==> src/rtl/adder_iterative_if.sv <==
// Operand/result stream bundle for adder_iterative.
// With ADDER_ITERATIVE_SUB_EN defined, the bundle also carries the 1-bit
// op select (1 = subtract, 0 = add).
interface adder_iterative_if #(
  parameter int NBITS = 32
);
  logic             istream_val;
  logic             istream_rdy;
  logic [NBITS-1:0] in0;
  logic [NBITS-1:0] in1;
  logic             cin;
`ifdef ADDER_ITERATIVE_SUB_EN
  logic             op;
`endif
  logic             ostream_val;
  logic             ostream_rdy;
  logic [NBITS-1:0] sum;
  logic             cout;
  logic             ovf;

  // Producer/consumer side: drives operands and accepts results.
  modport master (
`ifdef ADDER_ITERATIVE_SUB_EN
    output op,
`endif
    output istream_val, in0, in1, cin, ostream_rdy,
    input  istream_rdy, ostream_val, sum, cout, ovf
  );

  // Adder side.
  modport slave (
`ifdef ADDER_ITERATIVE_SUB_EN
    input  op,
`endif
    input  istream_val, in0, in1, cin, ostream_rdy,
    output istream_rdy, ostream_val, sum, cout, ovf
  );
endinterface

==> src/rtl/adder_iterative.sv <==
// Iterative adder: adds two NBITS operands CHUNK bits per cycle, so a result
// appears NBITS/CHUNK cycles after the operands are accepted.
// Optional feature: define ADDER_ITERATIVE_SUB_EN to add the op input
// (op = 1 computes in0 - in1 as in0 + ~in1 + 1, ignoring cin).
module adder_iterative #(
  parameter int NBITS = 32,
  parameter int CHUNK = 8
) (
  input  logic              clk,
  input  logic              rst,
  adder_iterative_if.slave  bus
);

  localparam int N  = NBITS / CHUNK;
  localparam int CW = (N > 1) ? $clog2(N) : 1;
  localparam logic [CW-1:0] LAST = CW'(N - 1);

  typedef enum logic [1:0] {
    IDLE = 2'd0,
    CALC = 2'd1,
    DONE = 2'd2
  } state_t;

  state_t           state_q, state_d;
  logic [NBITS-1:0] a_q, b_q;        // latched in0 and effective in1
  logic             carry_q;
  logic [CW-1:0]    cnt_q;
  logic [NBITS-1:0] sum_q;
  logic             cout_q, ovf_q;

  logic             accept;
  logic             sub;
  logic [CHUNK-1:0] a_chunk, b_chunk;
  logic [CHUNK:0]   chunk_sum;

`ifdef ADDER_ITERATIVE_SUB_EN
  assign sub = bus.op;
`else
  assign sub = 1'b0;
`endif

  assign accept = bus.istream_val && (state_q == IDLE);

  // Select chunk cnt_q of both latched operands and add it with the carry.
  always_comb begin
    // NOTE: every combinational output gets a default first, so no path
    // leaves it unassigned and no latch is inferred.
    a_chunk = '0;
    b_chunk = '0;
    for (int k = 0; k < N; k++) begin
      if (cnt_q == CW'(k)) begin
        a_chunk = a_q[k*CHUNK +: CHUNK];
        b_chunk = b_q[k*CHUNK +: CHUNK];
      end
    end
    chunk_sum = {1'b0, a_chunk} + {1'b0, b_chunk} + {{CHUNK{1'b0}}, carry_q};
  end

  // Next-state logic for the accept / iterate / hand-off sequence.
  always_comb begin
    state_d = state_q;
    unique case (state_q)
      IDLE:    if (bus.istream_val) state_d = CALC;
      CALC:    if (cnt_q == LAST)   state_d = DONE;
      DONE:    if (bus.ostream_rdy) state_d = IDLE;
      default: state_d = IDLE;
    endcase
  end

  // State register; reset aborts any operation in flight.
  always_ff @(posedge clk or posedge rst) begin
    // NOTE: clocked state uses non-blocking assignments so every register
    // samples the pre-edge values regardless of statement order.
    if (rst) state_q <= IDLE;
    else     state_q <= state_d;
  end

  // Operand capture, chunk-wise sum write-back and final flag update.
  always_ff @(posedge clk or posedge rst) begin
    if (rst) begin
      a_q     <= '0;
      b_q     <= '0;
      carry_q <= 1'b0;
      cnt_q   <= '0;
      sum_q   <= '0;
      cout_q  <= 1'b0;
      ovf_q   <= 1'b0;
    end else if (accept) begin
      // Subtraction is folded in here: the inverted operand and forced
      // carry-in make CALC identical for both operations.
      a_q     <= bus.in0;
      b_q     <= sub ? ~bus.in1 : bus.in1;
      carry_q <= sub ? 1'b1 : bus.cin;
      cnt_q   <= '0;
    end else if (state_q == CALC) begin
      for (int k = 0; k < N; k++) begin
        if (cnt_q == CW'(k)) sum_q[k*CHUNK +: CHUNK] <= chunk_sum[CHUNK-1:0];
      end
      carry_q <= chunk_sum[CHUNK];
      if (cnt_q == LAST) begin
        // Counter holds on the last chunk so it can never step past it.
        cout_q <= chunk_sum[CHUNK];
        ovf_q  <= (a_q[NBITS-1] == b_q[NBITS-1]) &&
                  (chunk_sum[CHUNK-1] != a_q[NBITS-1]);
      end else begin
        cnt_q <= cnt_q + 1'b1;
      end
    end
  end

  assign bus.istream_rdy = (state_q == IDLE);
  assign bus.ostream_val = (state_q == DONE);
  assign bus.sum         = sum_q;
  assign bus.cout        = cout_q;
  assign bus.ovf         = ovf_q;

endmodule
==> src/flat_wrapper.sv <==
// flat-port wrapper written by rule: the top's interface ports become plain ports
module adder_iterative_flat 
#(
  parameter int NBITS = 32,
  parameter int CHUNK = 8
)
  (clk, rst, bus_istream_val, bus_in0, bus_in1, bus_cin, bus_ostream_rdy, bus_istream_rdy, bus_ostream_val, bus_sum, bus_cout, bus_ovf);
  adder_iterative_if #(.NBITS(NBITS)) bus_i ();
  input  logic clk;
  input  logic rst;
  input wire logic [$bits(bus_i.istream_val)-1:0] bus_istream_val;
  input wire logic [$bits(bus_i.in0)-1:0] bus_in0;
  input wire logic [$bits(bus_i.in1)-1:0] bus_in1;
  input wire logic [$bits(bus_i.cin)-1:0] bus_cin;
  input wire logic [$bits(bus_i.ostream_rdy)-1:0] bus_ostream_rdy;
  output wire logic [$bits(bus_i.istream_rdy)-1:0] bus_istream_rdy;
  output wire logic [$bits(bus_i.ostream_val)-1:0] bus_ostream_val;
  output wire logic [$bits(bus_i.sum)-1:0] bus_sum;
  output wire logic [$bits(bus_i.cout)-1:0] bus_cout;
  output wire logic [$bits(bus_i.ovf)-1:0] bus_ovf;
  assign bus_i.istream_val = bus_istream_val;
  assign bus_i.in0 = bus_in0;
  assign bus_i.in1 = bus_in1;
  assign bus_i.cin = bus_cin;
  assign bus_i.ostream_rdy = bus_ostream_rdy;
  assign bus_istream_rdy = bus_i.istream_rdy;
  assign bus_ostream_val = bus_i.ostream_val;
  assign bus_sum = bus_i.sum;
  assign bus_cout = bus_i.cout;
  assign bus_ovf = bus_i.ovf;
  adder_iterative #(.NBITS(NBITS), .CHUNK(CHUNK)) u_core (.clk(clk), .rst(rst), .bus(bus_i));
endmodule
==> config.mk <==
export PLATFORM = sky130hd
export DESIGN_NAME = adder_iterative_flat
export DESIGN_NICKNAME = d
export VERILOG_FILES = /design/src/rtl/adder_iterative_if.sv /design/src/rtl/adder_iterative.sv /design/src/flat_wrapper.sv
export SDC_FILE = /design/constraint.sdc
export NUM_CORES = 1
export LEC_CHECK = 0
export ABC_AREA = 0
export CELL_PAD_IN_SITES_DETAIL_PLACEMENT = 0
export CELL_PAD_IN_SITES_GLOBAL_PLACEMENT = 1
export CORE_MARGIN = 8
export CORE_UTILIZATION = 36
export CTS_CLUSTER_DIAMETER = 80
export DETAILED_ROUTE_END_ITERATION = 6
export MAX_ROUTING_LAYER = met4
export PLACE_DENSITY_LB_ADDON = 0.1
export SLEW_MARGIN = 20
export SYNTH_ARGS = -nofsm -noshare
export SYNTH_HDL_FRONTEND = slang
export SYNTH_SLANG_ARGS = --single-unit
==> constraint.sdc <==
create_clock -name clk -period 3.2 [get_ports clk]
set_input_delay 0.48 -clock clk [delete_from_list [all_inputs] [get_ports clk]]
set_output_delay 0.48 -clock clk [all_outputs]
set_load 0.005 [all_outputs]
==> run metrics, run 1 <==
DR vias/cell just under 5; Ys Warns 0; fin nets 642; crit path from u_core.cnt_q[1]; Req. time, crit path about 3.4 ns; top post-synthesis cells by area dfrtp_1 (53%), mux2_2 (14%), nand2_1 (4.7%); total power 7.73 mW; Site Rows 42; Clock Root Buffer clkbuf_16; Setup WS post-layout roughly 0.16 ns; Port Buffers between 100 and 150; all-layer global routing usage between 10% and 20%; final hold vios 0; CTS sink cnt 103; syn nets ~520; initial core utilization 36.7%; Synth cell types 39; Slew Limit Fails 0; final WL 12100 um; crit path DAT 3.27 ns; WHS approximately 0.47 ns; Cells after Synth roughly 440; TritonCTS clock tree yes; final routed DRC violation total 0; fill cell count between 1000 and 1500; fmax 0.329 GHz; DRT antenna net count 0; VDD IR max 0.367 mV; initial drt markers approximately 220; hpwl dp between 9000 and 10000 um; setup TNS 0 ns; vias in the first global route between 3000 and 4000; final worst clock skew between 0.006 and 0.007 ns; Cell Count Post-Placement 717; synthesized area just under 5000 um^2; cell taking the most area after synthesis dfrtp_1; Leak 2.81 nW; Least-Margin Pin Slew between 0.8 and 0.9 ns; Place WS -0.0289 ns; status finished clean; post-synthesis register bit count around 100; die height 132 um; nature of the critical path endpoint flop; CTS Buffer Depth 2; H-tree levels 3; sequential area share after synthesis between 50% and 60%; largest net degree at the start of global routing 66; ys flop type dfrtp_1; first-pass GRT wire length between 20000 and 25000 um; R2R depth 14; Clock Latency Late Sink ~0.35 ns; Max Cap Violations 0; fin cells 740; GPL Wtd Cong approximately 0.79; io pins 105; share of post-route cells with drive strength above 1 between 20% and 30%; Multi-input gate area approximately 2200 um^2; via count 3623; FF/Latch Area roughly 2600 um^2; die width 132 um; relative slew slack 43.3%; Reg clk slew, reported paths around 0.070 ns; routed length per instance 16.3 um; Post-synth EDFFs 0; area of the core 13100 um^2; Critical Path End u_core.bus.ovf; synth-to-layout area growth 37.3%; die area ~17000 um^2; hold crit path type flop to flop; initial antenna violation count 0; WS Path Type flop to flop; setup violators final 0; 1st-pass router iterations 4; CP Max Fanout 10; startpoint class of the critical path flop; Reg-to-Reg Start u_core.cnt_q[1]; synthesized area per cell around 11 um^2; synth cell count leaders dfrtp_1 (103), nand2_1 (61), mux2_2 (58), a21oi_1 (39), o21ai_0 (39); r2r endpoint u_core.bus.ovf; Synth top area share 53.5%; Reg2Reg Setup Slack about 0.16 ns; global route total overflow 0; Num CTS Buffers 9; Min Clock Period, post-route about 3 ns; asr flop ratio synth 100%; pwr dens 1170 nW/um^2; Final Cycle Share between 90 and 100%; ant diodes 0; most used standard cell by instance count after synthesis dfrtp_1
==> state kept, by name, indices dropped and copies added, names as in the netlist <==
| name | flops |
|---|---|
| u_core.a_q | 32 |
| u_core.b_q | 32 |
| u_core.bus.sum | 32 |
| u_core.cnt_q | 2 |
| u_core.state_q | 2 |
| u_core.bus.cout | 1 |
| u_core.bus.ovf | 1 |
| u_core.carry_q | 1 |
==> where the power goes <==
group	switching [mW]	total (mW)	internal, mW
Combinational	2.12	4.36	2.24
Sequential	0.386	2.35	1.96
Clock	0.456	1.02	0.564
Total	2.97	7.73	4.76
==> per-layer routing <==
metal,routed length (um),track usage [%],vias to the layer above
met3,483,3.43,15
li1,-,-,1781
met4,237,6.32,0
met1,5810,19.1,1746
met5,0,-,-
met2,5550,22.2,81
==> cells by family after synthesis <==
kind of cell	Yosys count	synth area share, %
AOI/OAI and AO/OA	106	12.4
xor gates and xnor gates	2	0.363
adders and majority gates	13	3.68
buffers and inverters	36	3.06
DFF	103	53.5
muxes	73	16.9
and+or+nand+nor	103	10.1
==> worst min path at each step <==
stage                             from                 end  cells past startpoint
floorplan               u_core.a_q[13]      u_core.a_q[13]                      1
global route        u_core.bus.sum[29]  u_core.bus.sum[29]                      2
finish              u_core.bus.sum[29]  u_core.bus.sum[29]                      2
CTS                 u_core.bus.sum[29]  u_core.bus.sum[29]                      2
detailed placement  u_core.bus.sum[29]  u_core.bus.sum[29]                      2
global placement    u_core.bus.sum[27]  u_core.bus.sum[27]                      2
==> placed cells by master (no fill, tap or decap), types with 3 or more instances in the layout <==
master and instances:
nor2_1 9, clkdlybuf4s50_1 104, nand2_1 61, nand2b_1 3, ha_2 3, a21oi_1 34
mux2_1 10, clkbuf_16 9, nand3b_1 16, mux2i_1 5, mux2_2 58, o21a_1 5
inv_1 6, o31ai_1 5, dfrtp_1 103, a21oi_2 5, nor3_1 3, o21ai_0 35
buf_4 31, ha_1 6, o21ai_1 8
==> through the flow <==
stage | area, um^2 | util [%]
after detailed placement | 6210 | 47.3
final | 6620 | 50.4
after global routing | 6620 | 50.4
after global placement | 6210 | 47.3
after floorplan | 4820 | -
after CTS | 6490 | 49.4
==> worst max-delay path, cell delays in order, from the launching register on <==
cell and delay (ns):
dfrtp_1 0.40, inv_2 0.09, ha_4 0.19, buf_4 0.16
buf_4 0.14, nand3b_1 0.14, a21oi_1 0.18, a21oi_2 0.06
o21ai_0 0.28, ha_2 0.37, o21a_1 0.11, o31a_1 0.14
o211ai_1 0.22, a21oi_1 0.09, or3b_1 0.34
==> what timing repair did <==
action,4_1_cts,5_1_grt
setup buffers,0,8
setup endpoints to repair,7,23
resized for setup,2,23
pin swaps,0,2
hold buffers,0,0
==> layout make-up <==
type | count | share of cell area [%]
repair buffers | 140 | 20.4
flip-flops and latches | 103 | 38.9
clock inverters | 3 | 0.284
inverters | 9 | 0.548
clock buffers | 12 | 3.87
multi-input cells | 297 | 32.6
well taps | 176 | 3.33
(Power assumes the default switching activity.)
==> inputs of run 2 (changes only) <==
Settings changed: CORE_UTILIZATION 36 to 43, RECOVER_POWER from default to 100.
Clock period 3.2 ns to 3.8 ns, I/O delays scaled along.
==> run 2 against run 1 <==
The flow now finishes with violations (capacitance limit, slew limit). Power is 25% lower. Non-clock buffer count is 25 lower. Highest routed layer unchanged. Cell count is 8.4% lower.
==> run metrics, run 2 (same netlist as run 1, synthesis figures left out) <==
initial antenna violation count 0 (unchanged); die width 122 um (was 132 um); FF/Latch Area 2580 um^2 (unchanged); Site Rows 38 (was 42); share of post-route cells with drive strength above 1 15.2% (was 22.3%); Post-CTS Hold Buffers 0 (unchanged); 1st-pass router iterations 4 (unchanged); Clock Latency Late Sink 0.36 ns (was 0.35 ns); Port Buffers 104 (unchanged); hold crit path type flop to flop (unchanged); setup TNS 0 ns (unchanged); final routed DRC violation total 0 (unchanged); fin nets 617 (was 642); DRT antenna net count 0 (unchanged); status finished, violations left (was finished clean); Reg-to-Reg Start u_core.cnt_q[0] (was u_core.cnt_q[1]); ant diodes 0 (unchanged); failing checks capacitance limit, slew limit; CTS Buffer Depth 2 (unchanged); fill cell count 984 (was 1218); initial core utilization 44.3% (was 36.7%); Req. time, crit path 4.03 ns (was 3.43 ns); via count 3532 (was 3623); clock group share of total power 12.3% (was 13.2%); CP Max Fanout 17 (was 10); io pins 105 (unchanged); WS Path Type flop to flop (unchanged); Num CTS Buffers 9 (unchanged); DR vias/cell 5.21 (was 4.90); largest net degree at the start of global routing 67 (was 66); Final Cycle Share 91.2% (was 94.9%); startpoint class of the critical path flop (unchanged); synth-to-layout area growth 28.4% (was 37.3%); Comb pwr share 53.6% (was 56.4%); Least-Margin Pin Slew 2.45 ns (was 0.850 ns); final WL 11500 um (was 12100 um); start point of the worst hold path u_core.bus.sum[23] (was u_core.bus.sum[29]); crit path from u_core.cnt_q[0] (was u_core.cnt_q[1]); die height 122 um (was 132 um); postcts setup bufs 0 (unchanged); VDD IR max 0.375 mV (was 0.367 mV); TritonCTS clock tree yes (unchanged); Slew Limit Fails 67 (was 0); vias in the first global route 3631 (was 3812); Multi-input gate area 2100 um^2 (was 2160 um^2); routed length per instance 16.9 um (was 16.3 um); first-pass GRT wire length 19100 um (was 20100 um); Clock Root Buffer clkbuf_8 (was clkbuf_16); Min Clock Period, post-route 3.46 ns (was 3.04 ns); hpwl dp 8860 um (was 9090 um); Internal 3.48 mW (was 4.76 mW); nature of the critical path endpoint flop (unchanged); Leak 2.69 nW (was 2.81 nW); Switch Pwr 2.32 mW (was 2.97 mW); H-tree levels 3 (unchanged); relative slew slack -63.7% (was 43.3%); all-layer global routing usage 16.7% (was 14.9%); final worst clock skew 0.00724 ns (was 0.00620 ns); final hold vios 0 (unchanged); Max Cap Violations 1 (was 0); RSZ-0062 raised after global routing false; sw frac 40.0% (was 38.4%); fmax 0.289 GHz (was 0.329 GHz); setup violators final 0 (unchanged); crit path DAT 3.70 ns (was 3.27 ns); CTS sink cnt 103 (unchanged); Flop pwr share 34.1% (was 30.4%); pwr dens 937 nW/um^2 (was 1170 nW/um^2); most frequent cells in the layout dfrtp_1 (103), clkdlybuf4s50_1 (66), nand2_1 (61) (was clkdlybuf4s50_1 (104), dfrtp_1 (103), nand2_1 (61)); global route total overflow 0 (unchanged); Reg clk slew, reported paths 0.09 ns (was 0.07 ns); post-route cell area 6190 um^2 (was 6620 um^2); post_cts resized 0 (was 2); GPL Wtd Cong 0.813 (was 0.785); initial drt markers 213 (was 217); dpl cell area 6020 um^2 (was 6210 um^2); most common cell after layout, fill and taps aside dfrtp_1 (was clkdlybuf4s50_1); die area 14900 um^2 (was 17400 um^2); area of the core 10900 um^2 (was 13100 um^2)
## run 2: changes by cell type in the layout (fill, tap and decap cells not counted), moves of 3 or more
cell,change
buf_4,-25
o21ai_1,-8
a21oi_2,-5
clkbuf_2,+3
clkdlybuf4s50_1,-38
clkbuf_16,-9
dlygate4sd3_1,+38
ha_1,+5
a21oi_1,+5
clkbuf_8,+7
ha_2,-3
o21ai_0,+8
inv_1,+3
## run 2: path summary, 6_finish.rpt
kind / to / slack, ns / depth (start not counted)
worst min-delay path: u_core.bus.sum[23] / 0.48 / 2
worst max register to register: u_core.bus.sum[29] / 0.34 / 12
worst max-delay path: u_core.bus.sum[29] / 0.34 / 12
worst min register to register: u_core.bus.sum[23] / 0.48 / 2
min in group asynchronous: u_core.a_q[24] / 1.50 / 2
max in group asynchronous: u_core.b_q[8] / 0.75 / 3
## run 2: layout make-up
cell class | count | area share, %
clock inverter | 5 | 1.21
clock buffer | 9 | 2.00
sequential | 103 | 41.6
inverter | 9 | 0.546
timing repair buffer | 115 | 17.9
multi-input combinational | 297 | 33.9
tap | 140 | 2.83
## run 2: power by group through the flow
stage,Sequential (mW),Combinational [mW],Clock (mW)
finish,1.97,3.11,0.714
global route,2.05,3.46,0.784
CTS,1.99,3.24,0.737
detailed placement,2.02,3.22,0
global placement,2.00,3.17,0
floorplan,1.89,2.17,0
## run 2: critical path, stage by stage (launching register included)
cell	delay, ns
dfrtp_1	0.43
inv_1	0.11
ha_1	0.57
nand3b_1	0.14
a21oi_1	0.17
a21oi_1	0.06
o21ai_0	0.38
ha_1	0.31
nor2b_1	0.15
o31a_1	0.30
o21a_1	0.20
nor3_1	0.38
o31ai_1	0.14
## run 2: metrics by stage
| stage | worst slack, ns | utilization, % | power [mW] | hold WS [ns] | instances |
|---|---|---|---|---|---|
| final | 0.335 | 56.9 | 5.80 | 0.478 | 678 |
| after CTS | 0.313 | 57.1 | 5.97 | 0.492 | 678 |
| after floorplan | 0.526 | - | 4.07 | 0.458 | 436 |
| after global routing | 0.00672 | 56.9 | 6.30 | 0.504 | 678 |
| after detailed placement | 0.320 | 55.3 | 5.24 | 0.472 | 664 |
| after global placement | 0.451 | 55.3 | 5.16 | 0.461 | 664 |
## run 2: per-layer routing
layer | global-route usage [%] | wire length, um
met4 | 7.17 | 215
met5 | - | 0
met1 | 21.9 | 5460
met3 | 3.47 | 578
met2 | 24.7 | 5210
